[src/rtl/seg_scan_driver.sv]
// Time-multiplexed seven-segment scan controller: one digit per slot, dead time at slot
// start, frame-synchronous value update, blanking, decimal points, leading-zero suppression.
module seg_scan_driver #(
  parameter int N_DIGITS         = 8,
  parameter int REFRESH_DIV      = 100000,
  parameter int BLANK_CYCLES     = 64,
  parameter bit ANODE_ACTIVE_LOW = 1'b1,
  parameter bit SEG_ACTIVE_LOW   = 1'b1
) (
  input  logic                        i_mclk,
  input  logic                        i_reset_n,
  input  logic                        i_en,
  input  logic                        i_load,
  input  logic [4*N_DIGITS-1:0]       i_value,
  input  logic [N_DIGITS-1:0]         i_dp,
  input  logic [N_DIGITS-1:0]         i_blank,
  input  logic                        i_lz_suppress,
  output logic [7:0]                  o_seg,
  output logic [N_DIGITS-1:0]         o_an,
  output logic [$clog2(N_DIGITS)-1:0] o_digit_idx,
  output logic                        o_frame_done
);

  localparam int IW = $clog2(N_DIGITS);
  localparam int PW = $clog2(REFRESH_DIV);
  localparam logic [IW-1:0] LAST_IDX  = IW'(N_DIGITS - 1);
  localparam logic [PW-1:0] LAST_PRE  = PW'(REFRESH_DIV - 1);
  localparam logic [PW-1:0] BLANK_END = PW'(BLANK_CYCLES);
  localparam logic [PW-1:0] PRE_ONE   = PW'(1);
  localparam logic [IW-1:0] IDX_ONE   = IW'(1);

  typedef enum logic [1:0] {IDLE, BLANK, DRIVE} state_t;

  state_t                state, nxt_state;
  logic [PW-1:0]         prescaler, nxt_prescaler;
  logic [IW-1:0]         nxt_idx;
  logic                  slot0_entry, wrap;

  logic [4*N_DIGITS-1:0] disp_value, nxt_disp_value, pend_value, nxt_pend_value;
  logic [N_DIGITS-1:0]   disp_dp, nxt_disp_dp, pend_dp, nxt_pend_dp;
  logic [N_DIGITS-1:0]   disp_blank, nxt_disp_blank, pend_blank, nxt_pend_blank;
  logic                  pend_flag, nxt_pend_flag;

  logic [N_DIGITS-1:0]   upper_zero;
  logic                  zero_acc;
  logic [3:0]            nibble;
  logic [7:0]            seg_raw;
  logic [N_DIGITS-1:0]   an_raw;

  function automatic logic [6:0] hex_to_seg(input logic [3:0] nib);
    case (nib)
      4'h0: hex_to_seg = 7'h3F;
      4'h1: hex_to_seg = 7'h06;
      4'h2: hex_to_seg = 7'h5B;
      4'h3: hex_to_seg = 7'h4F;
      4'h4: hex_to_seg = 7'h66;
      4'h5: hex_to_seg = 7'h6D;
      4'h6: hex_to_seg = 7'h7D;
      4'h7: hex_to_seg = 7'h07;
      4'h8: hex_to_seg = 7'h7F;
      4'h9: hex_to_seg = 7'h6F;
      4'hA: hex_to_seg = 7'h77;
      4'hB: hex_to_seg = 7'h7C;
      4'hC: hex_to_seg = 7'h39;
      4'hD: hex_to_seg = 7'h5E;
      4'hE: hex_to_seg = 7'h79;
      default: hex_to_seg = 7'h71;
    endcase
  endfunction

  // Outputs are registered from the next-state view so they line up with the state they describe.
  always_comb begin
    nxt_pend_value = pend_value;
    nxt_pend_dp    = pend_dp;
    nxt_pend_blank = pend_blank;
    nxt_pend_flag  = pend_flag;
    if (i_load) begin
      nxt_pend_value = i_value;
      nxt_pend_dp    = i_dp;
      nxt_pend_blank = i_blank;
      nxt_pend_flag  = 1'b1;
    end

    nxt_state     = state;
    nxt_prescaler = prescaler;
    nxt_idx       = o_digit_idx;
    slot0_entry   = 1'b0;
    wrap          = 1'b0;
    if (!i_en) begin
      nxt_state     = IDLE;
      nxt_prescaler = '0;
      nxt_idx       = '0;
    end else if (state == IDLE) begin
      nxt_state     = BLANK;
      nxt_prescaler = '0;
      nxt_idx       = '0;
      slot0_entry   = 1'b1;
    end else if (prescaler == LAST_PRE) begin
      nxt_state     = BLANK;
      nxt_prescaler = '0;
      if (o_digit_idx == LAST_IDX) begin
        nxt_idx     = '0;
        wrap        = 1'b1;
        slot0_entry = 1'b1;
      end else begin
        nxt_idx = o_digit_idx + IDX_ONE;
      end
    end else begin
      nxt_prescaler = prescaler + PRE_ONE;
      nxt_state     = ((prescaler + PRE_ONE) < BLANK_END) ? BLANK : DRIVE;
    end

    // A load coinciding with slot-0 entry is already in nxt_pend_*, so the newest value wins.
    nxt_disp_value = disp_value;
    nxt_disp_dp    = disp_dp;
    nxt_disp_blank = disp_blank;
    if (slot0_entry && nxt_pend_flag) begin
      nxt_disp_value = nxt_pend_value;
      nxt_disp_dp    = nxt_pend_dp;
      nxt_disp_blank = nxt_pend_blank;
      nxt_pend_flag  = 1'b0;
    end

    zero_acc   = 1'b1;
    upper_zero = '0;
    for (int k = N_DIGITS - 1; k >= 0; k--) begin
      zero_acc      = zero_acc & (nxt_disp_value[4*k +: 4] == 4'h0);
      upper_zero[k] = zero_acc;
    end

    nibble  = nxt_disp_value[{nxt_idx, 2'b00} +: 4];
    seg_raw = {nxt_disp_dp[nxt_idx], hex_to_seg(nibble)};
    if (i_lz_suppress && (nxt_idx != '0) && upper_zero[nxt_idx])
      seg_raw[6:0] = 7'h00;
    if (nxt_disp_blank[nxt_idx])
      seg_raw = 8'h00;

    an_raw          = '0;
    an_raw[nxt_idx] = 1'b1;
    if (nxt_state != DRIVE) begin
      seg_raw = 8'h00;
      an_raw  = '0;
    end
  end

  always_ff @(posedge i_mclk or negedge i_reset_n) begin
    if (!i_reset_n) begin
      state        <= IDLE;
      prescaler    <= '0;
      o_digit_idx  <= '0;
      disp_value   <= '0;
      disp_dp      <= '0;
      disp_blank   <= '0;
      pend_value   <= '0;
      pend_dp      <= '0;
      pend_blank   <= '0;
      pend_flag    <= 1'b0;
      o_an         <= {N_DIGITS{ANODE_ACTIVE_LOW}};
      o_seg        <= {8{SEG_ACTIVE_LOW}};
      o_frame_done <= 1'b0;
    end else begin
      state        <= nxt_state;
      prescaler    <= nxt_prescaler;
      o_digit_idx  <= nxt_idx;
      disp_value   <= nxt_disp_value;
      disp_dp      <= nxt_disp_dp;
      disp_blank   <= nxt_disp_blank;
      pend_value   <= nxt_pend_value;
      pend_dp      <= nxt_pend_dp;
      pend_blank   <= nxt_pend_blank;
      pend_flag    <= nxt_pend_flag;
      o_an         <= an_raw ^ {N_DIGITS{ANODE_ACTIVE_LOW}};
      o_seg        <= seg_raw ^ {8{SEG_ACTIVE_LOW}};
      o_frame_done <= wrap;
    end
  end

endmodule

[config.mk]
export PLATFORM = sky130hd
export DESIGN_NAME = seg_scan_driver
export DESIGN_NICKNAME = d
export VERILOG_FILES = /design/src/rtl/seg_scan_driver.sv
export SDC_FILE = /design/constraint.sdc
export NUM_CORES = 1
export LEC_CHECK = 0
export CAP_MARGIN = 20
export CORE_ASPECT_RATIO = 1.75
export CORE_MARGIN = 3
export CORE_UTILIZATION = 60
export DETAILED_ROUTE_END_ITERATION = 10
export HOLD_SLACK_MARGIN = 0.12
export PLACE_DENSITY = 0.84
export SETUP_SLACK_MARGIN = 0.1
export SYNTH_ARGS = -nofsm -noshare
export SYNTH_HDL_FRONTEND = slang
export SYNTH_SLANG_ARGS = --single-unit
[constraint.sdc]
create_clock -name i_mclk -period 8.5 [get_ports i_mclk]
set_input_delay 2.125 -clock i_mclk [delete_from_list [all_inputs] [get_ports i_mclk]]
set_output_delay 2.125 -clock i_mclk [all_outputs]
set_load 0.01 [all_outputs]
==> results.cfg <==
[outcome]
run_status = completed

[global_routing]
pin_count_of_the_biggest_net_entering_global_routing = 79
grt_first_pass_wirelength_um = 26600
overall_global_routing_resource_usage = 0.282
first_global_vias = 5242
top_usage_layer = met2
m2_gr_usage = 0.499
groute.layer.met1.usage = 0.317
grt_util_met3 = 0.0582
globalRouteOverflowTotal = 0
antenna_violations_before_repair = 0

[placement]
routabilityCongestion = 0.945
port_buffers = 72
half_perimeter_wire_length_of_the_detailed_placement_result_um = 11500

[die]
ioPinCount = 73
core_area_sq_um = 10700
die_width_um = 85.1
fp.dieArea_sq_um = 12300
core.rowCount = 50
initial_core_util = 0.614
die_h_um = 144

[synth]
yosysWarningCount = 0
synth-seq-cells = 136
netlist_instances = 598
synthMostInstantiatedCell = sky130_fd_sc_hd__dfrtp_1
synth_top_cell_area_share = 0.457
syn-num-nets = 659
synth.distinct_cells = 66
synth_async_sr_flop_share = 1.00
post-synth-top-area-cell = sky130_fd_sc_hd__dfrtp_1
synth.top_cells.by_area = sky130_fd_sc_hd__dfrtp_1 (46%), sky130_fd_sc_hd__mux2_2 (10%), sky130_fd_sc_hd__dfstp_2 (6.4%)
post_synth_edffs = 0
synth_seq_area_share = 0.521
synthesis.area_sq_um = 6570
syn_area_per_cell_sq_um = 11.0
ys.flop_type = sky130_fd_sc_hd__dfrtp_1
yosys-top-cells-count = sky130_fd_sc_hd__dfrtp_1 (120), sky130_fd_sc_hd__nand2_1 (82), sky130_fd_sc_hd__mux2_2 (61)

[worst_setup_path]
crit_arrival_ps = 5880
launch_point_of_the_worst_reg_to_reg_path = prescaler[11]$_DFF_PN0_
path_class = in -> reg
r2r_slack_ps = 3900
critical_path_peak_fanout = 50
worstSetupEndpoint = o_seg[6]$_DFF_PN1_
critical_path.startpoint = i_load
worst_path_max_delay_cell = sky130_fd_sc_hd__o21ai_4
worstRegToRegCells = 10
crit_path_cell_trace = buf_2 > buf_4 > o21a_1 > nand2_1 > o21ai_4 > buf_4 > mux2_2 > a22o_1 > a211oi_1 > nand4bb_1 > a21oi_2 > nand4_1
crit_path_start_kind = input port
critPathRequiredTime_ps = 8820
rr_endpoint = o_seg[6]$_DFF_PN1_
cpPeakStageDelay_ps = 610
critPathMostFrequentCell = sky130_fd_sc_hd__buf_4
critical_path.endpoint_type = register

[timing]
finalClockSkew_ps = 10.5
rsz0062_at_grt = false
period_minus_slack_ps = 5560
max-slew-margin-rel = 0.361
setup_viol = 0
setup-tns-final_ps = 0
max_freq_ghz = 0.180
worstMarginPinSlew_ps = 958
report.final.slew_viol_count = 0
finalHoldViolations = 0
min_period_over_period = 0.654

[layout]
areaGrowthSynthToFinish_pct = 20.7
fillers = 698
area.sequential_sq_um = 3420
layout-drive-gt1-share = 0.194
footprint_of_the_multi_input_gates_sq_um = 2910
n_antenna_cell = 0
nets = 728
largest_registers = disp_value (32), pend_value (32), prescaler (17)

[clock_tree]
post_cts_resize_count = 0
clk_pin_slew_ps = 50
post_cts.repair.setup_buffers = 0
cts_buffers = 17
htreeDepth = 4
cts_buffer_depth = 2
clkSinkCount = 136
tritoncts = yes
clock_insertion_delay_worst_skew_ps = 430
post_cts_hold_buffer_count = 0
cts_root_buf = sky130_fd_sc_hd__clkbuf_16

[power_and_ir_drop]
swShare = 0.252
internal_power_w = 0.00132
pwr_density_cell_nw_per_um2 = 223
power.ir.vdd_worst_mv = 0.194
seq_power_share = 0.423
total_power_w = 0.00177
power_share_of_the_combinational_group = 0.133
clock_power_share = 0.444
netSwitchingPower_w = 0.000445
power_leakage_nw = 3.32

[route]
detailedRoute.firstIterationViolations = 479
vias = 5082
detail-route-antenna-nets = 0
vias_per_cell = 6.28
wire_per_inst_um = 20.4
totalWireLength_um = 16500
detail_route.first_pass.iterations = 7
drc_errors = 0

[run]
max-cap-violations = 0

[worst_hold_path]
timing.hold.worst.class = reg -> reg
==> final cells by class <==
| type | count | share of cell area |
|---|---|---|
| timing repair buffer | 75 | 0.0928 |
| multi-input combinational | 417 | 0.366 |
| clock inverter | 11 | 0.0216 |
| tap | 130 | 0.0205 |
| sequential | 136 | 0.432 |
| clock buffer | 20 | 0.0576 |
| inverter | 20 | 0.00947 |
==> power by group through the flow <==
stage	Combinational, W	Sequential [W]	Clock (W)
6_report	0.000236	0.000748	0.000785
5_1_grt	0.000256	0.000755	0.000819
4_1_cts	0.000233	0.000748	0.000791
3_5_place_dp	0.000230	0.000758	0
3_3_place_gp	0.000220	0.000754	0
2_1_floorplan	0.000154	0.000747	0
==> stage by stage <==
step / hold slack (ps) / cell area [sq um] / setup slack [ps] / instances / utilization
finish: 483 / 7930 / 2940 / 809 / 0.741
global route: 497 / 7930 / 2720 / 809 / 0.741
CTS: 475 / 7930 / 3020 / 809 / 0.741
detailed placement: 461 / 7300 / 2600 / 778 / 0.683
global placement: 460 / 7300 / 2720 / 778 / 0.683
floorplan: 441 / 6570 / 3480 / 598 / -
==> worst max-delay path, delay by kind of cell <==
family	cells	cell delay, ps
compound gates	5	1680
buf+inv	3	1000
mux	1	410
simple gates	3	620
==> how the worst min path moves through the flow <==
stage | from | to | slack [ps] | cells after the start
floorplan | disp_value[1]$_DFF_PN0_ | disp_value[1]$_DFF_PN0_ | 440 | 2
finish | disp_value[1]$_DFF_PN0_ | disp_value[1]$_DFF_PN0_ | 480 | 2
detailed placement | disp_value[1]$_DFF_PN0_ | disp_value[1]$_DFF_PN0_ | 460 | 2
CTS | disp_value[1]$_DFF_PN0_ | disp_value[1]$_DFF_PN0_ | 470 | 2
global route | disp_value[1]$_DFF_PN0_ | disp_value[1]$_DFF_PN0_ | 500 | 2
global placement | disp_value[1]$_DFF_PN0_ | disp_value[1]$_DFF_PN0_ | 460 | 2
==> metal layers <==
| metal | up-vias | part of all wire |
|---|---|---|
| met4 | 0 | 0.043 |
| met5 | - | 0 |
| met3 | 57 | 0.051 |
| met1 | 2550 | 0.37 |
| li1 | 2263 | - |
| met2 | 212 | 0.54 |
==> layout by cell type (no fill, tap or decap), drive strengths merged, types with 4 or more instances in the layout <==
cell type	n
dfstp	16
nor2	55
nand4b	5
buf	5
nor4	13
clkdlybuf4s50	70
and2	5
nand3	18
o21a	6
a22oi	4
o21ai	18
xnor2	10
xor2	7
mux2	62
o22ai	7
nand4	9
clkbuf	20
o211ai	11
nor3	8
bufinv	4
mux2i	21
or4	5
dfrtp	120
ha	8
nand2	84
inv	21
clkinv	4
or4b	5
a21oi	14
==> kinds of logic after synthesis <==
logic type      count (synthesis)  synth area share
xor+xnor                       17            0.0227
flops                         136             0.521
buf+inv                        45            0.0369
mux                            83             0.138
simple gates                  224             0.173
compound gates                 85            0.0931
fa+ha+maj                       8            0.0152
(Power assumes the default switching activity.)
